### src/rtl/addsub_halffull.sv
// Registered 1-bit adder/subtractor, selectable half or full structure.
// One result per qualified input cycle, presented one clock later.
module addsub_halffull (
  input  logic clk,
  input  logic rst_n,
  input  logic mode_addsub,
  input  logic mode_halffull,
  input  logic signal_a,
  input  logic signal_b,
  input  logic carryborrow_in,
  input  logic in_valid,
  output logic carryborrow_out,
  output logic sumdiff,
  output logic out_valid
);

  // Handshake: in_valid qualifies every input on the same rising edge; there is
  // no ready, so each valid input yields exactly one out_valid pulse a cycle later.
  logic w_c;
  logic w_axb;
  logic w_sum;
  logic w_carry;
  logic w_borrow;
  logic w_cbo;

  logic r_cbo;
  logic r_sd;
  logic r_valid;

  // AND gating forces c to 0 in half mode even when carryborrow_in is unknown.
  assign w_c      = mode_halffull & carryborrow_in;
  assign w_axb    = signal_a ^ signal_b;
  assign w_sum    = w_axb ^ w_c;
  assign w_carry  = (signal_a & signal_b) | (w_c & w_axb);
  assign w_borrow = (~signal_a & signal_b) | (w_c & ~w_axb);
  assign w_cbo    = mode_addsub ? w_borrow : w_carry;

  always_ff @(posedge clk) begin
    if (!rst_n) begin
      r_cbo   <= 1'b0;
      r_sd    <= 1'b0;
      r_valid <= 1'b0;
    end else begin
      r_valid <= in_valid;
      if (in_valid) begin
        r_cbo <= w_cbo;
        r_sd  <= w_sum;
      end
    end
  end

  assign carryborrow_out = r_cbo;
  assign sumdiff         = r_sd;
  assign out_valid       = r_valid;

endmodule

### config.mk
export PLATFORM = sky130hd
export DESIGN_NAME = addsub_halffull
export DESIGN_NICKNAME = d
export VERILOG_FILES = /design/src/rtl/addsub_halffull.sv
export SDC_FILE = /design/constraint.sdc
export NUM_CORES = 1
export LEC_CHECK = 0
export BUFFER_PORTS_ARGS = -buffer_cell sky130_fd_sc_hd__clkbuf_2
export CAP_MARGIN = 25
export CORE_AREA = 2 2 39 41
export CTS_CLUSTER_DIAMETER = 60
export CTS_CLUSTER_SIZE = 12
export DETAILED_ROUTE_END_ITERATION = 10
export DIE_AREA = 0 0 41 43
export GPL_ROUTABILITY_DRIVEN = 0
export PLACE_DENSITY = 0.31
export SLEW_MARGIN = 20
export SYNTH_ARGS = -nofsm -noshare
export SYNTH_HDL_FRONTEND = slang
export SYNTH_SLANG_ARGS = --single-unit
export TNS_END_PERCENT = 20
### constraint.sdc
create_clock -name clk -period 1.4 [get_ports clk]
set_input_delay 0.35 -clock clk [delete_from_list [all_inputs] [get_ports clk]]
set_output_delay 0.35 -clock clk [all_outputs]
set_load 0.05 [all_outputs]
==> out/results.txt <==
I/O pins - 11
worst hold stages - 2
via-per-instance ratio - 3.25
Compound-Gate Fraction of Synth Area - 0.0543
GRT overflow - 0
number of routed nets with antenna violations - 0
DRC Markers - 0
Slowest-stage cell, CP - dfxtp_1
Synth Warn # - 0
CP Buf/Inv Count - 1
DRT iter0 DRCs - 5
simple-gate share of the synthesized area - 0.155
Synth-to-Final Area Change - 59.7%
crit-path cells - clkbuf_2
kind of cell adding the most delay to the critical path - flip-flops
Clock H-tree levels - 1
max frequency - 0.843 GHz
Power Density - 1200 mW/mm²
Synth Instances - 14
R2R Path Start - carryborrow_out
Design Area, Final - 258 µm²
CP required - 1.05 ns
worst hold endpoint - sumdiff
Reg2Reg Depth - 2
fraction of layout instances using a drive strength above 1 - 0.500
Max Cap Viol - 0
Adder-Cell Fraction of Synth Area - 0.248
Initial Util - 0.117
Core Area - 0.00138 mm²
# clock sinks - 3
hold-fix buffers at CTS - 0
WL final - 317 µm
std cell rows - 14
Setup Fix Bufs, Post-CTS - 0
Multi-input gate area - 93.8 µm²
Netlist cell types - 8
worst reg2reg endpoint - carryborrow_out
Slew headroom - 0.816
status - completed
final hold vios - 0
hold slack - 0.369 ns
die height - 43 µm
Tmin final - 1.19 ns
final setup vio count - 0
Root Buffer - clkbuf_4
largest family of logic cells by synthesized area - adder cells
Setup TNS - 0 ns
CTS Buf Count - 3
CP Capture Type - output pin
fillers - 155
critical-path maximum fanout - 2
wire per inst - 7.20 µm
post-synthesis net count - 24
largest net degree at the start of global routing - 4
Post-DP HPWL - 268 µm
post-CTS resize count - 0
first-pass GRT wire length - 483 µm
vias in the first global route - 150
Placed Cells - 40
Die X - 41 µm
Synth Register Bits - 3
Post-Syn Area per Cell - 11.5 µm²
non-filler instance count after layout - 44
post-synthesis mux area share - 0.124
DRT Pass-1 Iters - 4
sequential area share after synthesis - 0.372
area share of the largest cell type after synthesis - 0.372
Synth Cell Area - 161 µm²
XOR/XNOR share of the synthesized area - 0
Startpoint Class - flop
Slew Viols, Final - 0
Register Area - 60.1 µm²
largest area contributor in the netlist - dfxtp_1
Worst Path Arrival - 0.84 ns
commonest non-fill, non-tap cell in the layout - clkbuf_2
VDD IR max - 181 µV
Pleak - 0.132 nW
die area - 0.00176 mm²
most area-consuming cells after synthesis - dfxtp_1 37%, fa_1 25%, mux2i_1 12%
Max stage delay on crit path - 0.32 ns
worst skew pair latency - 0.23 ns
Worst-Margin Slew - 0.277 ns
Global Route Usage Sum - 0.0442
CP Class - reg -> out
most frequent cells in the layout - 10 x clkbuf_2, 3 x dfxtp_1, 3 x clkbuf_4
initial antenna violation count - 0
TritonCTS clock tree - yes
Worst-path clk slew - 0.04 ns
Port-buffer cells - 10
reg2reg setup slack - 0.64 ns
Final period util - 0.847
placed instance area - 231 µm²
hold crit path type - in -> reg
CTS Buffer Depth - 2
HP Start - rst_n
Vias - 143
clk_skew - 0 ns
number of inserted diodes - 0
Layout Nets - 39
RSZ-0062 raised after global routing - false
[how the worst max path moves through the flow]
stage	from	end	slack (ns)	cells after the start
after floorplan	signal_b	sumdiff	0.25	4
after global placement	signal_a	carryborrow_out	0.12	5
after detailed placement	signal_a	carryborrow_out	0.11	5
after CTS	sumdiff	sumdiff	0.21	1
after global routing	sumdiff	sumdiff	0.17	1
final	sumdiff	sumdiff	0.21	1
[layout make-up]
cell class              instances  share of cell area
multi-input cells               9               0.364
well taps                      16              0.0777
clock buffers                   4               0.102
flip-flops and latches          3               0.233
inverters                       2              0.0291
repair buffers                 10               0.194
[state kept, by name (all words and copies together) (netlist names)]
register and cells:
carryborrow_out 1, sumdiff 1, out_valid 1
[routing by layer]
layer / vias to the layer above / global-route usage / wire, µm
met5: - / 0 / 0
met3: 0 / 0.0157 / 44
met4: 0 / 0.0600 / 0
met2: 13 / 0.0594 / 111
met1: 60 / 0.0419 / 160
li1: 70 / - / -
[cell usage after synthesis]
| master | number |
|---|---|
| fa_1 | 2 |
| a22o_1 | 1 |
| inv_1 | 2 |
| mux2i_1 | 2 |
| and2_4 | 1 |
| dfxtp_1 | 3 |
| nor2b_1 | 2 |
| nand2_1 | 1 |
[logic make-up (layout without fill, tap and decap cells)]
logic type | Yosys count | count (layout)
AND/OR/NAND/NOR | 4 | 4
flip-flops | 3 | 3
adder cells (fa/ha/maj) | 2 | 2
multiplexers | 2 | 2
buffers and inverters | 2 | 16
AO/OA/AOI/OAI | 1 | 1
[metrics by stage]
step | setup slack [ns] | util | total power, mW
3_3_place_gp | 0.123 | 0.167 | 0.157
4_1_cts | 0.205 | 0.186 | 0.319
2_1_floorplan | 0.249 | - | 0.137
5_1_grt | 0.174 | 0.186 | 0.331
6_report | 0.214 | 0.186 | 0.309
3_5_place_dp | 0.108 | 0.167 | 0.159
[where the power goes]
group	total [mW]	internal, mW	switching, mW
Combinational	0.0622	0.0232	0.0390
Sequential	0.0947	0.0921	0.00254
Clock	0.152	0.107	0.0456
No activity file was read; power rests on OpenSTA's default activity.
